<file path="config.mk">
export PLATFORM = sky130hd
export DESIGN_NAME = eq_vector_ram
export DESIGN_NICKNAME = d
export VERILOG_FILES = /design/src/rtl/eq_vector_ram.sv
export SDC_FILE = /design/constraint.sdc
export NUM_CORES = 1
export LEC_CHECK = 0
export BUFFER_PORTS_ARGS = -buffer_cell sky130_fd_sc_hd__buf_2
export CAP_MARGIN = 10
export CELL_PAD_IN_SITES_DETAIL_PLACEMENT = 1
export CELL_PAD_IN_SITES_GLOBAL_PLACEMENT = 2
export CORE_MARGIN = 3
export CORE_UTILIZATION = 30
export DETAILED_ROUTE_END_ITERATION = 8
export PLACE_DENSITY = 0.64
export SETUP_SLACK_MARGIN = 0.5
export SLEW_MARGIN = 20
export SYNTH_ARGS = -nofsm -noshare
export SYNTH_HDL_FRONTEND = slang
export SYNTH_SLANG_ARGS = --single-unit
</file>
<file path="constraint.sdc">
create_clock -name clk -period 1.85 [get_ports clk]
set_clock_uncertainty 0.15 [all_clocks]
set_input_delay 0.4625 -clock clk [delete_from_list [all_inputs] [get_ports clk]]
set_output_delay 0.4625 -clock clk [all_outputs]
set_load 0.02 [all_outputs]
</file>
<file path="src/rtl/eq_vector_ram.sv">
// Simple dual-port vector table: one synchronous write port, one registered read port.
// No reset on the storage so it maps onto block RAM.
module eq_vector_ram #(
  parameter int WIDTH  = 5,
  parameter int DEPTH  = 8,
  parameter int ADDR_W = 3
) (
  input  logic              clk,
  input  logic              we,
  input  logic [ADDR_W-1:0] waddr,
  input  logic [WIDTH-1:0]  wdata,
  input  logic              re,
  input  logic [ADDR_W-1:0] raddr,
  output logic [WIDTH-1:0]  rdata
);

  logic [WIDTH-1:0] mem [DEPTH];

  always_ff @(posedge clk) begin
    if (we) begin
      mem[waddr] <= wdata;
    end
    if (re) begin
      rdata <= mem[raddr];
    end
  end

endmodule

</file>
Word level (Yosys, flattened, before mapping) --
Memories as Yosys holds them, arrays and structs flattened. A register that Yosys moved wholly into a read port is not among the register bits. Cells that the tools add are included.
Operators by class: multiplexer cells 2
Operator list (count):
- $mux W1 | 2
Word-level totals: word-level logic and storage cells 3, RAM bits 40, register bits 0, output and inout bits 5, memories kept 1
Memory list:
- mem | words 8, bits a word 5, read ports 1, clocked after Yosys merged registers in 1, wr ports 1, RTL line 17 | logic [WIDTH-1:0] mem [DEPTH];

Longest topological paths before layout --
Gate-level depths: netlist of the first run.
depth in word-level cells 2, mapped depth 3, gate-level depth less buffers 2

Worst setup path before layout of the first run --
OpenSTA, ideal clock, no wires.
path type in2reg, start in raddr[0], end reg rdata[0] (read register of mem), data pin, slack 0.066 ns, cell stages on the path 3, data required time 1.440 ns, arrival time 1.374 ns, setup time 0.260 ns, cell sequence buf_6 > mux4_1 > mux2_2
RTL lines:
- start, declared | RTL line 13 | input logic [ADDR_W-1:0] raddr,
- end, declared | RTL line 14 | output logic [WIDTH-1:0] rdata

==> summary.txt, run 1 <==
outcome: finished clean
Die X: 82.3 µm
worst slew pin tran: 326 ps
Die Y: 82.3 µm
maximum vdd ir drop: 0.000295 V
diode count: 0
Syn Inst Count: 75
Fmax achieved: 644 MHz
worst-path fanout max: 5
layout cells sized above 1: 50.0%
YS warnings: 0
Detail Placement HPWL: 2.18 mm
M1 GR Usage: 13.4%
drt drc: 0
distinct cell type count after synthesis: 9
leakage: 0.000723 µW
Setup crit end kind: flip-flop
final instance area: 2160 µm²
headroom to the max-slew limit: 78.2%
Nets: 117
IO Pins: 19
Port Buffers: 18
Finished Core Util: 38.7%
H-tree levels: 2
Placed Cells: 167
Final Non-Filler Cells: 176
gp weighted congestion: 0.713
global routing's busiest layer: met2
CP max stage cell: mux4_2
Startpoint Class: input port
#FFs+latches synth: 45
max-slew violation total from the final report: 0
Place WS: -74.5 ps
register area share after synthesis: 77.5%
vias per cell: 4.47
Synth area leader: edfxtp_1
Final Hold Vio Count: 0
area delta synth->final: 23.7%
crit-path cells: buf_8 > buf_12 > mux4_2 > mux2_4
Synth top area share: 77.5%
Synthesized Nets: 89
CTS tree: yes
CP arrival: 1460 ps
maximum capacitance violations: 0
Setup Fix Bufs, Post-CTS: 0
Worst-Skew Late Latency: 300 ps
Std-Cell Rows: 27
Synth Cell Area: 1740 µm²
met2 Track Usage GR: 16.8%
grt ovf: 0
placed cell area: 1960 µm²
initial antenna violation count: 0
final worst path period need: 1550 ps
clk buf depth: 2
synth top area cells: edfxtp_1 (77%), mux4_1 (15%), mux2_2 (3.2%), nor2_1 (1.3%), nand2b_1 (1.1%)
Initial Util: 31.3%
Req. time, crit path: 1750 ps
number of global-route vias before repair: 862
via count: 786
clock root buffer: clkbuf_8
CTS buffer count: 5
DR iter-0 viols: 47
M3 GR Usage: 4.12%
largest net degree at the start of global routing: 16
Tot GR Track Use: 10.7%
routed wire length: 3.09 mm
Hold Crit Class: input port to flip-flop
Core Footprint: 5570 µm²
Setup Crit Path Kind: input port to flip-flop
Reg clk slew, reported paths: 80 ps
Routed Antenna Nets: 0
first-pass GRT wire length: 4.87 mm
hold_buf cts: 0
max incr delay on CP: 500 ps
detailed-router iteration count before antenna repair: 4
RSZ-0062 raised after global routing: yes
pwr/cell area: 960 nW/µm²
CTS Sinks: 45
fin crit share: 84.0%
wire per inst: 17.6 µm
final worst slack: 296 ps
die area: 6770 µm²
final setup vio count: 0
Mean Syn Cell Area: 23.3 µm²
## kinds of logic after synthesis
group | share of synthesized area (%)
buf+inv | 0.861
flops | 77.5
mux | 18.3
simple gates | 3.37
## sequential cells by signal, indices dropped and copies added, names as in the netlist
register / count
rdata: 5
mem: 40
## worst max-delay path: cells and delay by family
| family | cells | cell delay (ps) |
|---|---|---|
| multiplexers | 2 | 780 |
| buffers and inverters | 2 | 210 |
## cell type report
cell class              count  area, µm²
fillers                   541       3420
flip-flops and latches     45       1350
multi-input cells          28        407
repair buffers             23        195
well taps                  72       90.1
clock buffers               5       68.8
clock inverters             3       46.3
## cells in the mapped netlist (all sizes together)
cell / count
nor2: 6
mux2: 5
buf: 1
clkbuf: 1
nor3: 2
mux4: 10
nand2: 2
nand2b: 3
edfxtp: 45
## power breakdown
group / internal, µW / leakage, µW / switching (µW)
registers: 1160 / 0.000412 / 9.93
clock network: 404 / 0.0000543 / 328
logic: 87.6 / 0.000256 / 80.7
total: 1650 / 0.000723 / 419
## layout by cell type (no fill, tap or decap)
cell / count
buf_12: 1
buf_16: 1
buf_2: 13
buf_4: 3
buf_6: 4
buf_8: 1
bufinv_16: 1
clkbuf_8: 5
clkinv_4: 1
clkinvlp_4: 1
edfxtp_1: 45
mux2_4: 5
mux4_2: 10
nand2_1: 2
nand2b_1: 2
nand2b_2: 1
nor2_1: 3
nor2_4: 3
nor3_4: 2
## worst paths after layout
| kind | startpoint | to | slack [ps] | cells after the start |
|---|---|---|---|---|
| setup reg to reg | mem[5][3]$_DFFE_PP_ | rdata[3]$_DFFE_PP_ | 310 | 2 |
| hold reg to reg | mem[6][1]$_DFFE_PP_ | rdata[1]$_DFFE_PP_ | 620 | 2 |
| hold / removal | wdata[2] | mem[6][2]$_DFFE_PP_ | 290 | 1 |
| setup / recovery | raddr[0] | rdata[4]$_DFFE_PP_ | 300 | 4 |
## what timing repair did
action | 4_1_cts | 5_1_grt
cloned | 1 | 0
setup endpoints to repair | 10 | 15
gates resized for setup | 11 | 7
## per-layer routing
layer | vias up | routed length (µm)
li1 | 363 | -
met1 | 394 | 1310
met2 | 24 | 1540
met3 | 5 | 195
met4 | 0 | 47
met5 | - | 0
## metrics by stage
stage / hold WS, ps / TNS, ps / total power (µW)
after global placement: 588 / -302 / 1330
final: 290 / 0 / 2070
after detailed placement: 596 / -336 / 1340
after CTS: 279 / 0 / 2080
after global routing: 289 / 0 / 2160
after floorplan: 411 / 0 / 1280
Power figures use the tool's default switching activity.
==> run 2, diff against run 1 <==
- clock period: 1.85 -> 1.6 ns (I/O delays scaled with it)
==> run 2 against run 1 <==
- via count increased by 1.0%
- worst setup slack got worse by 210 ps
- first-iteration DRC count decreased by 4.3%
- final cell count unchanged
- die area unchanged
- core utilization increased by 1.5 points
- sequential share of layout area decreased by 2.3 points
- count of clock-buffer cells in the layout unchanged
- clock power decreased by 6.3%
- largest cell class unchanged
- largest power group unchanged
==> summary.txt, run 2 (synthesized netlist as in run 1, its figures left out) <==
maximum vdd ir drop: 0.000336 V (was 0.000295 V)
Fmax achieved: 661 MHz
Std-Cell Rows: 27 (unchanged)
Routed Antenna Nets: 0 (unchanged)
routed wire length: 3.30 mm (was 3.09 mm)
CTS Sinks: 45 (unchanged)
IO Pins: 19 (unchanged)
Reg clk slew, reported paths: 80 ps (about the same)
Startpoint Class: flip-flop (was input port)
Tot GR Track Use: 11.5% (was 10.7%)
area delta synth->final: 28.5% (was 23.7%)
detailed-router iteration count before antenna repair: 3 (was 4)
most frequent cells in the layout: edfxtp_1 (45), mux4_2 (10), buf_2 (8) (was edfxtp_1 (45), buf_2 (13), mux4_2 (10))
CP max stage cell: mux4_2 (unchanged)
DR iter-0 viols: 45 (was 47)
setup_tns: 0 ps (unchanged)
Core Footprint: 5570 µm² (unchanged)
CP arrival: 1420 ps (was 1460 ps)
Biggest register: mem (unchanged)
CTS tree: yes (unchanged)
layout cells sized above 1: 56.7% (was 50.0%)
crit-path cells: mux4_2 > mux2_4 (was buf_8 > buf_12 > mux4_2 > mux2_4)
die area: 6770 µm² (unchanged)
wire per inst: 18.8 µm (was 17.6 µm)
gp weighted congestion: 0.674 (was 0.713)
Setup Crit Path Kind: flip-flop to flip-flop (was input port to flip-flop)
pwr/cell area: 1010 nW/µm² (was 960 nW/µm²)
worst-path fanout max: 1 (was 5)
worst slew pin tran: 257 ps (was 326 ps)
Final Non-Filler Cells: 176 (unchanged)
via count: 794 (was 786)
commonest non-fill, non-tap cell in the layout: edfxtp_1 (unchanged)
final worst path period need: 1510 ps
CTS buffer count: 5 (unchanged)
initial antenna violation count: 0 (unchanged)
final setup vio count: 0 (unchanged)
maximum capacitance violations: 0 (unchanged)
diode count: 0 (unchanged)
Final Hold Vio Count: 0 (unchanged)
drt drc: 0 (unchanged)
max incr delay on CP: 470 ps (was 500 ps)
Worst-Skew Late Latency: 290 ps (was 300 ps)
vias per cell: 4.51 (was 4.47)
Setup crit end kind: flip-flop (unchanged)
largest net degree at the start of global routing: 16 (unchanged)
clock root buffer: clkbuf_8 (unchanged)
first-pass GRT wire length: 5.24 mm (was 4.87 mm)
top flop regs: mem: 40 flops, rdata: 5 flops (unchanged)
number of global-route vias before repair: 925 (was 862)
max FFs per register: 40 (unchanged)
H-tree levels: 2 (unchanged)
Nets: 117 (unchanged)
grt ovf: 0 (unchanged)
max-slew violation total from the final report: 0 (unchanged)
Placed Cells: 166 (was 167)
Layout fillers: 552 (was 541)
RSZ-0062 raised after global routing: yes (unchanged)
Detail Placement HPWL: 2.33 mm (was 2.18 mm)
Port Buffers: 18 (unchanged)
hold_buf cts: 0 (unchanged)
Req. time, crit path: 1500 ps (was 1750 ps)
Die Y: 82.3 µm (unchanged)
Initial Util: 31.3% (unchanged)
Hold Crit Class: input port to flip-flop (unchanged)
CP Buf/Inv Count: 0 (was 2)
clk buf depth: 2 (unchanged)
Top Family by Delay on Critical Path: multiplexers (unchanged)
headroom to the max-slew limit: 82.8% (was 78.2%)
outcome: finished clean (unchanged)
leakage: 0.000746 µW (was 0.000723 µW)
Die X: 82.3 µm (unchanged)
fin crit share: 94.6%
## run 2: changes by cell type in the layout (fill, tap and decap cells not counted), sizes merged
cell / previous run / this run
bufinv: 1 / 0
clkinv: 1 / 3
clkinvlp: 1 / 0
## run 2: final cells by class
type	instances	area (µm²)	area share, %
Clock buffer	5	68.8	3.07
Tap cell	72	90.1	4.02
Multi-Input combinational cell	28	464	20.7
Clock inverter	3	22.5	1.01
Timing Repair Buffer	23	244	10.9
Sequential cell	45	1350	60.3
## run 2: per-stage QoR
step / instance area (µm²) / setup slack (ps) / hold slack, ps / power [µW] / utilization [%]
global route: 2240 / 57.6 / 233 / 2370 / 40.2
CTS: 2210 / 85.9 / 219 / 2280 / 39.7
finish: 2240 / 86.4 / 223 / 2270 / 40.2
floorplan: 1830 / -63.1 / 349 / 1490 / -
global placement: 2040 / -243 / 517 / 1570 / 36.6
detailed placement: 2040 / -255 / 533 / 1570 / 36.6
## run 2: timing repair
action,in CTS,in global routing
pin swaps,5,1
setup endpoints to repair,50,22
cloned,1,0
setup buffers,1,0
resized for setup,16,8
## run 2: path summary, 6_finish.rpt
kind | start | endpoint | slack (ps) | depth (start not counted)
hold reg to reg | mem[5][1]$_DFFE_PP_ | rdata[1]$_DFFE_PP_ | 610 | 2
setup / recovery | mem[4][3]$_DFFE_PP_ | rdata[3]$_DFFE_PP_ | 90 | 2
hold / removal | wdata[3] | mem[1][3]$_DFFE_PP_ | 220 | 1
setup reg to reg | mem[4][3]$_DFFE_PP_ | rdata[3]$_DFFE_PP_ | 90 | 2
## run 2: report_power, final
group | internal (µW) | leakage, µW | switching [µW] | total [µW]
clock | 309 | 0.0000481 | 377 | 686
sequential | 1340 | 0.000412 | 12.4 | 1360
combinational | 118 | 0.000285 | 105 | 223
total | 1770 | 0.000746 | 494 | 2270
## run 2: metal layers
layer / wire length (µm) / vias to the layer above / global-route usage (%)
li1: - / 364 / -
met1: 1460 / 403 / 14.7
met2: 1620 / 22 / 18.3
met3: 183 / 5 / 4.01
met4: 40 / 0 / 3.49
met5: 0 / - / 0
==> run 3, diff against run 2 <==
- BUFFER_PORTS_ARGS: -buffer_cell sky130_fd_sc_hd__buf_2 -> -buffer_cell sky130_fd_sc_hd__buf_4
- CORE_MARGIN: 3 -> 8
==> run 3 against run 2 <==
- via count down 1.4%
- final cell count decreased by 1.1%
- largest power group unchanged
- die area up 26%
- largest cell class unchanged
- core utilization down 0.20 points
- first-iteration DRC count is 49% lower
==> summary.txt, run 3 (synthesized netlist as in run 1, its figures left out) <==
Biggest register: mem (unchanged)
Std-Cell Rows: 27 (unchanged)
Placed Cells: 165 (was 166)
DR iter-0 viols: 23 (was 45)
Routed Antenna Nets: 0 (unchanged)
vias per cell: 4.50 (was 4.51)
CP arrival: 1410 ps (was 1420 ps)
leakage: 0.000740 µW (was 0.000746 µW)
initial antenna violation count: 0 (unchanged)
CTS buffer count: 5 (unchanged)
Worst-Skew Late Latency: 290 ps (about the same)
outcome: finished clean (unchanged)
Hold Crit Class: input port to flip-flop (unchanged)
drt drc: 0 (unchanged)
Final Hold Vio Count: 0 (unchanged)
Final Non-Filler Cells: 174 (was 176)
max-slew violation total from the final report: 0 (unchanged)
IO Pins: 19 (unchanged)
CP Buf/Inv Count: 0 (unchanged)
Initial Util: 31.3% (unchanged)
diode count: 0 (unchanged)
Tot GR Track Use: 7.82% (was 11.5%)
top flop regs: mem: 40 flops, rdata: 5 flops (unchanged)
total power: 2250 µW (was 2270 µW)
die area: 8510 µm² (was 6770 µm²)
first-pass GRT wire length: 4.82 mm (was 5.24 mm)
final setup vio count: 0 (unchanged)
final worst path period need: 1500 ps (was 1510 ps)
clock share of power: 29.9% (was 30.3%)
largest net degree at the start of global routing: 16 (unchanged)
Startpoint Class: flip-flop (unchanged)
register area: 1350 µm² (unchanged)
H-tree levels: 2 (unchanged)
crit-path cells: mux4_2 > mux2_4 (unchanged)
Nets: 115 (was 117)
fin crit share: 94.0% (was 94.6%)
worst slew pin tran: 225 ps (was 257 ps)
setup_tns: 0 ps (unchanged)
Die X: 92.3 µm (was 82.3 µm)
hold_buf cts: 0 (unchanged)
Req. time, crit path: 1500 ps (about the same)
Die Y: 92.3 µm (was 82.3 µm)
Setup Crit Path Kind: flip-flop to flip-flop (unchanged)
hold slack: 189 ps (was 223 ps)
RSZ-0062 raised after global routing: yes (unchanged)
Setup crit end kind: flip-flop (unchanged)
Reg clk slew, reported paths: 80 ps (about the same)
Core Footprint: 5570 µm² (unchanged)
grt ovf: 0 (unchanged)
sw frac: 21.1% (was 21.8%)
worst-path fanout max: 1 (unchanged)
CTS Sinks: 45 (unchanged)
clk buf depth: 2 (unchanged)
Top Family by Delay on Critical Path: multiplexers (unchanged)
max incr delay on CP: 480 ps (was 470 ps)
Seq pwr share: 60.4% (was 59.9%)
routed wire length: 3.03 mm (was 3.30 mm)
max FFs per register: 40 (unchanged)
Port Buffers: 18 (unchanged)
CTS tree: yes (unchanged)
maximum capacitance violations: 0 (unchanged)
flop2flop setup slack: 100 ps (was 90 ps)
detailed-router iteration count before antenna repair: 4 (was 3)
headroom to the max-slew limit: 85.0% (was 82.8%)
Sw Pwr: 474 µW (was 494 µW)
Layout fillers: 535 (was 552)
number of global-route vias before repair: 882 (was 925)
maximum vdd ir drop: 0.000358 V (was 0.000336 V)
Fmax achieved: 665 MHz (was 661 MHz)
Comb pwr share: 9.7% (was 9.8%)
commonest non-fill, non-tap cell in the layout: edfxtp_1 (unchanged)
area delta synth->final: 27.8% (was 28.5%)
wire per inst: 17.4 µm (was 18.8 µm)
via count: 783 (was 794)
pwr/cell area: 1010 nW/µm² (about the same)
most frequent cells in the layout: edfxtp_1 (45), mux4_2 (10), buf_4 (10) (was edfxtp_1 (45), mux4_2 (10), buf_2 (8))
cell internal pwr: 1770 µW (about the same)
area of the multi-input gates: 468 µm² (was 464 µm²)
clock root buffer: clkbuf_8 (unchanged)
CP max stage cell: mux4_2 (unchanged)
layout cells sized above 1: 55.9% (was 56.7%)
gp weighted congestion: 0.743 (was 0.674)
[run 3: cell types whose count changed in the layout (fill, tap and decap cells not counted)]
cell,before,now
buf_2,8,0
mux2_4,4,5
buf_16,1,0
mux2_2,1,0
buf_4,3,10
[run 3: area by class of cell]
type / count / share of cell area [%]
Sequential cell: 45 / 60.6
Multi-Input combinational cell: 28 / 21.0
Timing Repair Buffer: 21 / 10.3
Tap cell: 72 / 4.04
Clock buffer: 5 / 3.09
Clock inverter: 3 / 1.01
[run 3: final timing paths]
path,start,cells past startpoint,end
worst min register to register,mem[4][1]$_DFFE_PP_,2,rdata[1]$_DFFE_PP_
worst max register to register,mem[7][4]$_DFFE_PP_,2,rdata[4]$_DFFE_PP_
worst max-delay path,mem[7][4]$_DFFE_PP_,2,rdata[4]$_DFFE_PP_
worst min-delay path,wdata[1],1,mem[0][1]$_DFFE_PP_
[run 3: per-layer routing]
layer	share of wire, %	up-vias	wire length, µm	track usage, %
met2	49	22	1490	11.5
met1	46	401	1390	9.56
li1	-	358	-	-
met4	1.4	0	41	4.43
met5	0	-	0	0
met3	3.7	2	112	3.10
[run 3: per-stage QoR]
step,cell area [µm²],util (%),setup slack [ps]
4_1_cts,2220,39.9,89.0
5_1_grt,2230,40.0,45.3
3_5_place_dp,2070,37.1,-254
6_report,2230,40.0,95.9
2_1_floorplan,1830,-,-63.1
3_3_place_gp,2070,37.1,-246
[run 3: what timing repair did]
action,4_1_cts,5_1_grt
setup endpoints to repair,25,18
pin swaps,3,1
hold endpoints to repair,0,0
buffers inserted,1,0
resized for setup,12,2
[run 3: power by group through the flow]
| stage | sequential (µW) | clock, µW | combinational, µW |
|---|---|---|---|
| detailed placement | 1380 | 0 | 198 |
| global route | 1360 | 752 | 233 |
| floorplan | 1390 | 0 | 97.2 |
| finish | 1360 | 672 | 217 |
| global placement | 1380 | 0 | 194 |
| CTS | 1360 | 706 | 219 |
